<file path="src/rtl/line_transfer_arbiter_if.sv">
// Line-transfer port bundle: two line requesters plus the shared 32-bit RAM port.
// The arbiter uses the slave modport; requesters and the RAM sit on the master side.
interface line_transfer_arbiter_if #(
   parameter int WORDS_PER_LINE = 4,
   parameter int WORDS_LOG      = 2,
   parameter int LINE_ADDR_W    = 8
);
   localparam int LINE_W = 32 * WORDS_PER_LINE;

   logic                             req0;
   logic                             req1;
   logic                             we0;
   logic                             we1;
   logic [LINE_ADDR_W-1:0]           line_addr0;
   logic [LINE_ADDR_W-1:0]           line_addr1;
   logic [LINE_W-1:0]                wdata0;
   logic [LINE_W-1:0]                wdata1;
   logic [1:0]                       gnt;
   logic                             done0;
   logic                             done1;
   logic [LINE_W-1:0]                rdata;
   logic                             busy;
   logic [LINE_ADDR_W+WORDS_LOG-1:0] mem_addr;
   logic                             mem_we;
   logic [31:0]                      mem_wdata;
   logic [31:0]                      mem_rdata;

   modport slave (
      input  req0, req1, we0, we1, line_addr0, line_addr1, wdata0, wdata1, mem_rdata,
      output gnt, done0, done1, rdata, busy, mem_addr, mem_we, mem_wdata
   );

   modport master (
      output req0, req1, we0, we1, line_addr0, line_addr1, wdata0, wdata1, mem_rdata,
      input  gnt, done0, done1, rdata, busy, mem_addr, mem_we, mem_wdata
   );
endinterface

</file>
<file path="src/rtl/line_transfer_arbiter.sv">
// Round-robin owner of the cache block-RAM port; moves one line word-by-word per grant.
// Grant edge E0 -> done pulse after E(WORDS_PER_LINE+1); later requests wait, no preemption.
module line_transfer_arbiter #(
   parameter int WORDS_PER_LINE = 4,
   parameter int WORDS_LOG      = 2,
   parameter int LINE_ADDR_W    = 8
) (
   input  logic                  clk,
   input  logic                  rst_n,
   line_transfer_arbiter_if.slave bus
);
   localparam int LINE_W = 32 * WORDS_PER_LINE;
   localparam int MA_W   = LINE_ADDR_W + WORDS_LOG;
   localparam logic [WORDS_LOG-1:0] CNT_ONE  = WORDS_LOG'(1);
   localparam logic [WORDS_LOG-1:0] CNT_LAST = WORDS_LOG'(WORDS_PER_LINE - 1);

   typedef enum logic [1:0] {IDLE, XFER, DRAIN, DONE} state_t;

   state_t                 state_q, state_d;
   logic [1:0]             gnt_q, gnt_d;
   logic                   last_gnt_q, last_gnt_d;
   logic                   done0_q, done0_d;
   logic                   done1_q, done1_d;
   logic                   busy_q, busy_d;
   logic                   we_q, we_d;
   logic [LINE_ADDR_W-1:0] line_q, line_d;
   logic [LINE_W-1:0]      wdata_q, wdata_d;
   logic [WORDS_LOG-1:0]   cnt_q, cnt_d;
   logic [MA_W-1:0]        mem_addr_q, mem_addr_d;
   logic                   mem_we_q, mem_we_d;
   logic [31:0]            mem_wdata_q, mem_wdata_d;
   logic [LINE_W-1:0]      rdata_q, rdata_d;

   logic                   win1;
   logic                   cap_en;
   logic [WORDS_LOG-1:0]   cap_idx;

   always_comb begin
      state_d     = state_q;
      gnt_d       = gnt_q;
      last_gnt_d  = last_gnt_q;
      done0_d     = 1'b0;
      done1_d     = 1'b0;
      busy_d      = busy_q;
      we_d        = we_q;
      line_d      = line_q;
      wdata_d     = wdata_q;
      cnt_d       = cnt_q;
      mem_addr_d  = mem_addr_q;
      mem_we_d    = 1'b0;
      mem_wdata_d = mem_wdata_q;
      rdata_d     = rdata_q;
      win1        = 1'b0;

      // The read for the word presented in cycle k returns during cycle k+1; the
      // counter wraps on the last XFER edge, so cnt-1 also names the word in DRAIN.
      cap_idx = cnt_q - CNT_ONE;
      cap_en  = !we_q && ((state_q == XFER && cnt_q != '0) || state_q == DRAIN);
      if (cap_en) begin
         rdata_d[{cap_idx, 5'd0} +: 32] = bus.mem_rdata;
      end

      unique case (state_q)
         IDLE: begin
            if (bus.req0 || bus.req1) begin
               win1        = (bus.req0 && bus.req1) ? ~last_gnt_q : bus.req1;
               gnt_d       = win1 ? 2'b10 : 2'b01;
               last_gnt_d  = win1;
               busy_d      = 1'b1;
               we_d        = win1 ? bus.we1 : bus.we0;
               line_d      = win1 ? bus.line_addr1 : bus.line_addr0;
               wdata_d     = win1 ? bus.wdata1 : bus.wdata0;
               cnt_d       = '0;
               mem_addr_d  = {line_d, {WORDS_LOG{1'b0}}};
               mem_we_d    = we_d;
               mem_wdata_d = wdata_d[31:0];
               state_d     = XFER;
            end
         end
         XFER: begin
            cnt_d = cnt_q + CNT_ONE;
            if (cnt_q == CNT_LAST) begin
               state_d = DRAIN;
            end else begin
               mem_addr_d  = {line_q, cnt_d};
               mem_we_d    = we_q;
               mem_wdata_d = wdata_q[{cnt_d, 5'd0} +: 32];
            end
         end
         DRAIN: begin
            done0_d = gnt_q[0];
            done1_d = gnt_q[1];
            state_d = DONE;
         end
         DONE: begin
            gnt_d   = 2'b00;
            busy_d  = 1'b0;
            state_d = IDLE;
         end
         default: state_d = IDLE;
      endcase
   end

   always_ff @(posedge clk) begin
      if (!rst_n) begin
         state_q     <= IDLE;
         gnt_q       <= 2'b00;
         last_gnt_q  <= 1'b1;
         done0_q     <= 1'b0;
         done1_q     <= 1'b0;
         busy_q      <= 1'b0;
         we_q        <= 1'b0;
         line_q      <= '0;
         wdata_q     <= '0;
         cnt_q       <= '0;
         mem_addr_q  <= '0;
         mem_we_q    <= 1'b0;
         mem_wdata_q <= '0;
         rdata_q     <= '0;
      end else begin
         state_q     <= state_d;
         gnt_q       <= gnt_d;
         last_gnt_q  <= last_gnt_d;
         done0_q     <= done0_d;
         done1_q     <= done1_d;
         busy_q      <= busy_d;
         we_q        <= we_d;
         line_q      <= line_d;
         wdata_q     <= wdata_d;
         cnt_q       <= cnt_d;
         mem_addr_q  <= mem_addr_d;
         mem_we_q    <= mem_we_d;
         mem_wdata_q <= mem_wdata_d;
         rdata_q     <= rdata_d;
      end
   end

   assign bus.gnt       = gnt_q;
   assign bus.done0     = done0_q;
   assign bus.done1     = done1_q;
   assign bus.busy      = busy_q;
   assign bus.rdata     = rdata_q;
   assign bus.mem_addr  = mem_addr_q;
   assign bus.mem_we    = mem_we_q;
   assign bus.mem_wdata = mem_wdata_q;
endmodule
</file>
<file path="src/flat_wrapper.sv">
// flat-port wrapper written by rule: the top's interface ports become plain ports
module line_transfer_arbiter_flat 
#(
   parameter int WORDS_PER_LINE = 4,
   parameter int WORDS_LOG      = 2,
   parameter int LINE_ADDR_W    = 8
)
  (clk, rst_n, bus_req0, bus_req1, bus_we0, bus_we1, bus_line_addr0, bus_line_addr1, bus_wdata0, bus_wdata1, bus_mem_rdata, bus_gnt, bus_done0, bus_done1, bus_rdata, bus_busy, bus_mem_addr, bus_mem_we, bus_mem_wdata);
  line_transfer_arbiter_if #(.WORDS_PER_LINE(WORDS_PER_LINE), .WORDS_LOG(WORDS_LOG), .LINE_ADDR_W(LINE_ADDR_W)) bus_i ();
  input  logic clk;
  input  logic rst_n;
  input wire logic [$bits(bus_i.req0)-1:0] bus_req0;
  input wire logic [$bits(bus_i.req1)-1:0] bus_req1;
  input wire logic [$bits(bus_i.we0)-1:0] bus_we0;
  input wire logic [$bits(bus_i.we1)-1:0] bus_we1;
  input wire logic [$bits(bus_i.line_addr0)-1:0] bus_line_addr0;
  input wire logic [$bits(bus_i.line_addr1)-1:0] bus_line_addr1;
  input wire logic [$bits(bus_i.wdata0)-1:0] bus_wdata0;
  input wire logic [$bits(bus_i.wdata1)-1:0] bus_wdata1;
  input wire logic [$bits(bus_i.mem_rdata)-1:0] bus_mem_rdata;
  output wire logic [$bits(bus_i.gnt)-1:0] bus_gnt;
  output wire logic [$bits(bus_i.done0)-1:0] bus_done0;
  output wire logic [$bits(bus_i.done1)-1:0] bus_done1;
  output wire logic [$bits(bus_i.rdata)-1:0] bus_rdata;
  output wire logic [$bits(bus_i.busy)-1:0] bus_busy;
  output wire logic [$bits(bus_i.mem_addr)-1:0] bus_mem_addr;
  output wire logic [$bits(bus_i.mem_we)-1:0] bus_mem_we;
  output wire logic [$bits(bus_i.mem_wdata)-1:0] bus_mem_wdata;
  assign bus_i.req0 = bus_req0;
  assign bus_i.req1 = bus_req1;
  assign bus_i.we0 = bus_we0;
  assign bus_i.we1 = bus_we1;
  assign bus_i.line_addr0 = bus_line_addr0;
  assign bus_i.line_addr1 = bus_line_addr1;
  assign bus_i.wdata0 = bus_wdata0;
  assign bus_i.wdata1 = bus_wdata1;
  assign bus_i.mem_rdata = bus_mem_rdata;
  assign bus_gnt = bus_i.gnt;
  assign bus_done0 = bus_i.done0;
  assign bus_done1 = bus_i.done1;
  assign bus_rdata = bus_i.rdata;
  assign bus_busy = bus_i.busy;
  assign bus_mem_addr = bus_i.mem_addr;
  assign bus_mem_we = bus_i.mem_we;
  assign bus_mem_wdata = bus_i.mem_wdata;
  line_transfer_arbiter #(.WORDS_PER_LINE(WORDS_PER_LINE), .WORDS_LOG(WORDS_LOG), .LINE_ADDR_W(LINE_ADDR_W)) u_core (.clk(clk), .rst_n(rst_n), .bus(bus_i));
endmodule
</file>
<file path="config.mk">
export PLATFORM = sky130hd
export DESIGN_NAME = line_transfer_arbiter_flat
export DESIGN_NICKNAME = d
export VERILOG_FILES = /design/src/rtl/line_transfer_arbiter_if.sv /design/src/rtl/line_transfer_arbiter.sv /design/src/flat_wrapper.sv
export SDC_FILE = /design/constraint.sdc
export NUM_CORES = 1
export LEC_CHECK = 0
export BUFFER_PORTS_ARGS = -buffer_cell sky130_fd_sc_hd__buf_4
export CORE_UTILIZATION = 29
export CTS_BUF_LIST = sky130_fd_sc_hd__clkbuf_8
export CTS_CLUSTER_DIAMETER = 150
export CTS_CLUSTER_SIZE = 10
export DETAILED_ROUTE_END_ITERATION = 10
export PLACE_DENSITY = 0.62
export SYNTH_ARGS = -nofsm -noshare
export SYNTH_HDL_FRONTEND = slang
export SYNTH_SLANG_ARGS = --single-unit
</file>
<file path="constraint.sdc">
create_clock -name clk -period 2.2 [get_ports clk]
set_input_delay 0.55 -clock clk [delete_from_list [all_inputs] [get_ports clk]]
set_output_delay 0.55 -clock clk [all_outputs]
set_load 0.005 [all_outputs]
</file>
== Word level (Yosys, flattened, before mapping) ==
Cells that the tools add are included.
Word-level totals
  register bits after elaboration: 318
  latch bits: 0
  memory bits (writable): 0
  bits in read-only memories: 0
  bits of input ports: 310
  output and inout bits: 176
  logic and storage cells: 68
  memories: 0
Cells by class
  $add $sub $neg: 3
  multiply operators: 0
  div/mod/pow operators: 0
  order comparisons: 0
  equality and inequality tests: 7
  shifts and indexed selects: 3
  multiplexer cells: 24
  bitwise gates (word level): 1
  reductions and logical operators: 16
Operator list (count)
  $bwmux W128: 1
  $mux W128: 1
  $shift A32 B9 Y128 const A: 1
  $shiftx A128 B8 Y32: 1
  $shiftx A32 B9 Y128: 1
  $mux W32: 2
  $pmux W32 S2: 1
  $mux W10: 2
  $pmux W10 S2: 1
  $mux W2: 5
  $reduce_and A2 Y1: 5
  $neg A7 Y9: 1
  $mux W8: 1
  $pmux W2 S2: 2
  $pmux W2 S4: 1
  $eq A2 B2 Y1 const B: 3
  $reduce_bool A2 Y1: 3
  $mux W1: 5
  $ne A2 B2 Y1 const B: 2
  $pmux W1 S2: 2
  $logic_and A1 B1 Y1: 3
  $reduce_and A3 Y1: 1
  $add A2 B1 Y2 const B: 1
  $eq A2 B1 Y1 const B: 1
  other kinds (6): 7

== Depth between registers and ports, before layout ==
Gate-level depths: netlist of the first run.
  word-level depth: 5
  depth in mapped cells: 9
  mapped depth without buffers: 6

== Worst setup path after synthesis of the first run ==
OpenSTA, ideal clock, no wires.
  path kind: reg2reg
  start point: register u_core.cnt_q[0]
  end point: register u_core.mem_wdata_q[10] (netlist: u_core.bus.mem_wdata[10])
  setup time: 128 ps
  data arrival time: 1971 ps
  required time: 2072 ps
  path slack: 101 ps
  cell stages (with the launch flop): 9
  buffers on the path: 3
  period minus slack after synthesis: 2099 ps
  cell sequence: dfxtp_1 buf_4 inv_2 ha_1 buf_4 clkbuf_1 mux4_2 nor2_1 a211oi_2
On the way
  word-level cells in the longest chain between the ends: 4
  elaborated cells on any way between the ends: 7
  those cells by class: 1 x add/sub; 2 x eq/ne; 1 x shift; 2 x mux; 1 x reduce/logical
RTL lines
  start, declared: line line_transfer_arbiter.sv:28  | logic [WORDS_LOG-1:0] cnt_q, cnt_d;
  start signal, assigned: line line_transfer_arbiter.sv:130  | cnt_q <= cnt_d;
  $add A2 B1 Y2: line line_transfer_arbiter.sv:81  | cnt_d = cnt_q + CNT_ONE;
  $shiftx A128 B8 Y32: line line_transfer_arbiter.sv:87  | mem_wdata_d = wdata_q[{cnt_d, 5'd0} +: 32];
  $mux W32: line line_transfer_arbiter.sv:82  | if (cnt_q == CNT_LAST) begin
  $pmux W32 S2: line line_transfer_arbiter.sv:63  | unique case (state_q)
  end signal, assigned: line line_transfer_arbiter.sv:133  | mem_wdata_q <= mem_wdata_d;
  end, declared: line line_transfer_arbiter.sv:31  | logic [31:0] mem_wdata_q, mem_wdata_d;
Several ways; a longest one is shown, not always the timed one. The select of a mux whose other input is x is not followed.
A chain may end at the register's enable or synchronous reset.

== Worst setup path in the final report of the first run ==
  start point: register u_core.state_q[1]
  end point: register u_core.rdata_q[14] (netlist: u_core.bus.rdata[14])
On the way
  word-level cells in the longest chain between the ends: 4
  elaborated cells on any way between the ends: 5
  those cells by class: 2 x eq/ne; 3 x reduce/logical
RTL lines
  start, declared: line line_transfer_arbiter.sv:19  | state_t state_q, state_d;
  start signal, assigned: line line_transfer_arbiter.sv:121  | state_q <= state_d;
  $eq A2 B1 Y1: line line_transfer_arbiter.sv:58  | cap_en = !we_q && ((state_q == XFER && cnt_q != '0) || state_q == DRAIN);
  $logic_and A1 B1 Y1: line line_transfer_arbiter.sv:58
  $logic_or A1 B1 Y1 (*): line line_transfer_arbiter.sv:58
  $logic_and A1 B1 Y1 (*): line line_transfer_arbiter.sv:58
  end signal, assigned: line line_transfer_arbiter.sv:134  | rdata_q <= rdata_d;
  end, declared: line line_transfer_arbiter.sv:32  | logic [LINE_W-1:0] rdata_q, rdata_d;
Every way passes the cells marked *; elsewhere a longest branch is shown, timed or not.

==> results of run 1 <==
-- worst register-to-register path: stages (launching register included) --
cell and delay, ns:
dfxtp_1 0.34, inv_1 0.08, ha_1 0.39, and2b_1 0.32
o211a_2 0.23, buf_4 0.27, nand3_1 0.13, a21boi_0 0.19
-- per-stage QoR --
stage	util, %	total power [mW]	setup WS (ns)
2_1_floorplan	-	13.2	0.101
3_3_place_gp	38.9	16.5	0.116
3_5_place_dp	38.9	16.7	0.0917
4_1_cts	40.0	20.4	0.139
5_1_grt	40.0	21.4	0.0309
6_report	40.0	20.1	0.166
-- logic make-up (layout without fill, tap and decap cells) --
| group | after synthesis | after routing |
|---|---|---|
| fa+ha+maj | 9 | 9 |
| compound gates | 364 | 364 |
| flops | 318 | 318 |
| buf+inv | 145 | 599 |
| simple gates | 456 | 456 |
| mux | 169 | 169 |
-- area by class of cell --
class                      instances  area (sq um)
fill                            4891         29500
timing repair buffer             553          4420
sequential                       318          6370
multi-input combinational        998          7470
inverter                           5          18.8
clock buffer                      38           523
clock inverter                     3          26.3
tap                              664           831
-- cell usage in the layout, fill, tap and decap left out, types with 2 or more instances in the layout --
cell type / Yosys / final
dfxtp_1: 318 / 317
nand2_1: 238 / 238
nor2b_1: 40 / 40
nor3b_1: 8 / 8
o211ai_2: 3 / 3
a32oi_1: 2 / 2
a211oi_1: 3 / 3
nor3b_4: 1 / 2
nand2b_1: 10 / 10
inv_1: 4 / 4
mux2i_1: 129 / 129
o211a_1: 129 / 129
buf_12: 0 / 21
nor2_1: 50 / 50
ha_1: 9 / 8
clkinvlp_4: 0 / 2
mux4_2: 32 / 32
a22oi_1: 34 / 34
o211a_2: 2 / 2
o2111ai_1: 8 / 8
buf_4: 22 / 531
nand3_1: 97 / 97
nor4_4: 1 / 2
a21boi_0: 43 / 43
a211oi_2: 29 / 29
a21boi_1: 58 / 58
clkbuf_8: 0 / 39
mux2_2: 8 / 8
and3_1: 4 / 4
o21ai_0: 46 / 46
-- worst paths after layout --
check / end / startpoint / depth (start not counted)
hold / removal: u_core.bus.rdata[47] / bus_mem_rdata[15] / 3
setup reg to reg: u_core.bus.rdata[14] / u_core.state_q[1] / 7
hold reg to reg: u_core.bus.rdata[35] / u_core.bus.rdata[35] / 2
setup / recovery: u_core.bus.rdata[14] / u_core.state_q[1] / 7
-- report_power, final --
| part | total [mW] | switching (mW) | internal [mW] |
|---|---|---|---|
| sequential | 8.02 | 0.818 | 7.20 |
| combinational | 8.41 | 4.47 | 3.94 |
| clock | 3.64 | 2.08 | 1.56 |
| total | 20.1 | 7.37 | 12.7 |
-- flip-flops by register name, summed over array words and instances (netlist names), 2 cells and up --
name,count
u_core.state_q,2
u_core.line_q,8
u_core.bus.gnt,2
u_core.bus.mem_wdata,32
u_core.bus.mem_addr,10
u_core.wdata_q,128
u_core.bus.rdata,128
u_core.cnt_q,2
-- metal layers --
layer  up-vias  global-route usage, %  wire length, um
met2       451                   32.6            23600
met5         -                      0                0
met3        67                   3.56             3220
li1       6135                      -                -
met1      6168                   22.2            19600
met4         0                   5.44             1080
==> results.ini, run 1 <==
[outcome]
status=finished, final reports clean

[clocking]
clk_latency_ns=0.59
clockBufferDepth=3
cts_tree=yes
cts_repair_resize_count=0
cts_setup_buffers=0
clk_pin_slew_ns=0.07
hold_buffers=0
cts-root-buf=clkbuf_8
clock_sinks=318
cts_made_buffers=37
htreeDepth=2

[critical_path]
crit_buf_inv=2
cp_cell_sequence=inv_1 -> ha_1 -> and2b_1 -> o211a_2 -> buf_4 -> nand3_1 -> a21boi_0
crit_slowest_cell=ha_1
path_class=flop to flop
cp_slowest_stage_delay_ns=0.39
worst_ep_arrival_time_ns=2.54
worst_setup_path_end_kind=flop
crit_path_start_kind=flop
crit_required_ns=2.71
crit_fanout=20
r2r_slack_ns=0.17
crit_family=simple AND/OR/NAND/NOR gates

[synth]
yosysTopAreaCell=dfxtp_1
synthMuxAreaShare_pct=14.5
syn_inst=1461
ys.flop_type=dfxtp_1
synthXorXnorAreaFrac_pct=0
ys_seq_elements=318
yosysMostFrequentCell=dfxtp_1
synthArstFlopShare_pct=0
synth-compound-area-share_pct=21.6
yosysSeqAreaShare_pct=43.8
synth_fa_ha_area_share_pct=0.775
synthTopCellsByArea=dfxtp_1 (44%), mux2i_1 (8.9%), o211a_1 (8.9%)
synth_edf_count=0
synth_top_family_by_area=compound AO/OA/AOI/OAI gates
synth_top_area_share_pct=43.8
synth_area_sq_um=14500
yosysWarningCount=0
syn_nets=1780
syn_avg_cell_area_sq_um=9.95
synth_cell_types=46
synthTopCellsByCount=dfxtp_1 (318), nand2_1 (238), mux2i_1 (129), o211a_1 (129), nand3_1 (97)
yosys.area_share.simple_pct=14.3

[finish]
fin_cells=2579
n_antenna_cell=0
drive_gt1_share_pct=35.6
nNetsFinal=2232
area_growth_pct=35.2
stdcell_area_sq_um=19700

[global_routing]
antenna_found_initial=0
grt_max_degree=85
grt_usage_pct=18.4
first_global_vias=12700
overflow=0
grt_first_pass_wirelength_mm=72.7

[timing]
hold_viol=0
skew_ns=0.0181
timing_worst_slew_pin_value_ns=0.467
hold_slack_ns=0.246
slew_violations=0
fmax_mhz=492
max-slew-margin-rel_pct=68.0
rsz0062_at_grt=false
finalSetupTns_ns=0
finalSetupViolations=0
fin_crit_ns=2.03
timing.final.crit_share_pct=92.5

[run]
cap_violations=0

[place]
gp_congestion=0.826
dpl_cell_area_sq_um=19100
port-buffer-count=485
dp_hpwl_mm=34.9
dp_cells=2538

[die]
io_pins=486
start_util_pct=29.6
rows=81
fp.dieW_um=226
dieArea_sq_um=51000
die_height_um=226
coreArea_sq_um=49200

[drt]
first_pass_iters=5
ant_nets=0
drt_iter0_markers=701
viasPerCell=4.97
vias=12800
drt-wirelength-per-cell_um=18.4
remaining_drc_errors=0
wirelength_mm=47.5

[pwr]
power.density_nw_per_um2=1020
p_leak_nw=9.05
vdd_ir_drop_max_mv=0.561

[worst_hold_path]
hold_path.class=input port to flop

No activity file was read; power rests on OpenSTA's default activity.
==> run 2: changes to the inputs <==
Settings changed: PLACE_DENSITY 0.62 to 0.6.
Clock period 2.2 ns to 1.9 ns, I/O delays scaled along.
==> run 2 against run 1 <==
Sequential power grew 16%. Setup slack lost 0.099 ns. Utilization grew 1.8 points. Final area grew 4.5%. Cell count grew 2.6%. Sequential share of layout area shrank 1.4 points. Critical path type unchanged. Register-to-register slack lost 0.099 ns. Sequential cell count is the same. Clock power grew 18%. Die area is the same. Non-clock buffer count grew 67.
==> results.ini, run 2 (same netlist as run 1, synthesis figures left out) <==
[run]
cap_violations=0  ; unchanged

[clocking]
cts_made_buffers=37  ; unchanged
cts-root-buf=clkbuf_8
hold_buffers=0  ; unchanged
clock_sinks=318  ; unchanged
clockBufferDepth=3  ; unchanged
htreeDepth=2  ; unchanged
clk_pin_slew_ns=0.09  ; +0.02 ns
cts_tree=yes
clk_latency_ns=0.58  ; about the same

[critical_path]
worst_setup_path_end_kind=flop
crit_required_ns=2.40  ; -0.31 ns
r2r_start=u_core.cnt_q[0]
crit_path_start_kind=flop
worstSetupStartpoint=u_core.cnt_q[0]
crit_slowest_cell=dfxtp_4
crit_fanout=16  ; -20%
cp_slowest_stage_delay_ns=0.39  ; about the same
path_class=flop to flop
worst_ep_arrival_time_ns=2.34  ; -0.20 ns
cp_cell_sequence=inv_4 -> ha_2 -> buf_4 -> nor4_4 -> buf_6 -> clkbuf_16 -> a22oi_1 -> nor2b_1
worst_r2r_path_depth=8  ; +1

[finish]
n_antenna_cell=0  ; unchanged
layout_commonest_cell=buf_4
finish.utilization_pct=41.8  ; +1.8 points
stdcell_area_sq_um=20500  ; +4.5%
nNetsFinal=2300  ; +3.0%
layout_common_cells=buf_4 (571), dfxtp_1 (316), nand2_1 (238)
drive_gt1_share_pct=38.3  ; +2.7 points
area_growth_pct=41.4
fillers=4838  ; -1.1%

[global_routing]
first_global_vias=13100  ; +3.1%
grt_first_pass_wirelength_mm=73.5  ; +1.0%
antenna_found_initial=2  ; +2
grt_max_degree=74  ; -13%
overflow=0  ; unchanged
grt_usage_pct=18.5  ; +0.18 points

[drt]
drt-wirelength-per-cell_um=19.2  ; +4.3%
highest_layer=met5
vias=13200  ; +2.7%
ant_nets=0  ; unchanged
first_pass_iters=5  ; unchanged
viasPerCell=4.97  ; about the same
wl_met1_mm=21.1  ; +7.4%
dr_wl_met2_mm=24.6  ; +4.3%
wirelength_mm=50.8  ; +7.0%
drt_iter0_markers=712  ; +1.6%
wl_met3_mm=3.58  ; +11%
remaining_drc_errors=0  ; unchanged

[timing]
finalSetupViolations=0  ; unchanged
finalSetupTns_ns=0  ; unchanged
slew_violations=0  ; unchanged
skew_ns=0.0249  ; +0.00681 ns
timing.final.crit_share_pct=96.5  ; +4.0 points
hold_viol=0  ; unchanged
timing_worst_slew_pin_value_ns=0.465  ; -0.00194 ns
max-slew-margin-rel_pct=68.1  ; +0.13 points
fmax_mhz=545  ; +11%
fin_ws_ns=0.0665  ; -0.0992 ns
fin_crit_ns=1.83  ; -0.201 ns

[worst_hold_path]
holdPathStages=3  ; unchanged
hold_path.class=input port to flop
hp-start=bus_mem_rdata[27]

[pwr]
p_leak_nw=9.50  ; +5.0%
power.density_nw_per_um2=1200  ; +17%
vdd_ir_drop_max_mv=0.770  ; +37%

[place]
gp_congestion=0.852  ; +3.2%
dp_hpwl_mm=35.4  ; +1.3%
post-place-ws_ns=-0.190  ; -0.282 ns
port-buffer-count=485  ; unchanged
dpl_cell_area_sq_um=19600  ; +2.8%

[die]
start_util_pct=29.6  ; unchanged
fp.dieW_um=226  ; unchanged
dieArea_sq_um=51000  ; unchanged
coreArea_sq_um=49200  ; unchanged
die_height_um=226  ; unchanged
rows=81  ; unchanged
io_pins=486  ; unchanged

[outcome]
status=finished, final reports clean

[run 2: cell count changes in the layout (fill, tap and decap cells not counted), moves of 3 or more]
cell	before	now
buf_4	531	571
clkbuf_16	0	7
ha_1	8	3
buf_6	0	6
ha_2	1	4
buf_12	21	33
[run 2: report_power, final]
group | internal (mW) | switching [mW] | leakage (nW)
clock network | 1.84 | 2.44 | 0.285
logic | 5.38 | 5.60 | 6.60
registers | 8.35 | 0.978 | 2.61
total | 15.6 | 9.02 | 9.50
[run 2: metrics by stage]
stage                     total power, mW  hold WS, ns  instances
after floorplan                      15.3        0.447       1461
after CTS                            23.9        0.117       2628
final                                24.6        0.174       2646
after global placement               19.4        0.439       2588
after global routing                 26.1        0.139       2646
after detailed placement             19.6        0.445       2588
[run 2: per-layer routing]
layer,up-vias,track usage (%)
met5,-,0
met4,4,5.95
met3,85,4.24
met2,501,32.1
met1,6308,22.5
li1,6264,-
[run 2: worst paths after layout]
| check | endpoint | slack, ns |
|---|---|---|
| max | u_core.bus.rdata[118] | 0.07 |
| min | u_core.bus.rdata[59] | 0.17 |
| max reg2reg | u_core.bus.rdata[118] | 0.07 |
| min reg2reg | u_core.bus.rdata[37] | 0.45 |
[run 2: final cells by class]
cell class	instances	area, sq um	area share, %
flip-flops and latches	318	6370	31.0
clock inverters	1	8.76	0.0426
repair buffers	620	5260	25.6
inverters	5	21.3	0.104
well taps	664	831	4.04
multi-input cells	999	7520	36.6
clock buffers	39	537	2.61
[run 2: what timing repair did]
item,4_1_cts,5_1_grt
endpoints found under the setup margin,46,199
pin swaps,2,4
buffers inserted,0,9
endpoints found under the hold margin,0,0
cloned,0,9
resized for setup,2,22
[run 2: critical path: cells and delay by family, from the launching register on]
kind | cells | cell delay [ns]
adders and majority gates | 1 | 0.30
DFF | 1 | 0.39
AOI/OAI and AO/OA | 1 | 0.08
buffers and inverters | 4 | 0.58
and+or+nand+nor | 2 | 0.40
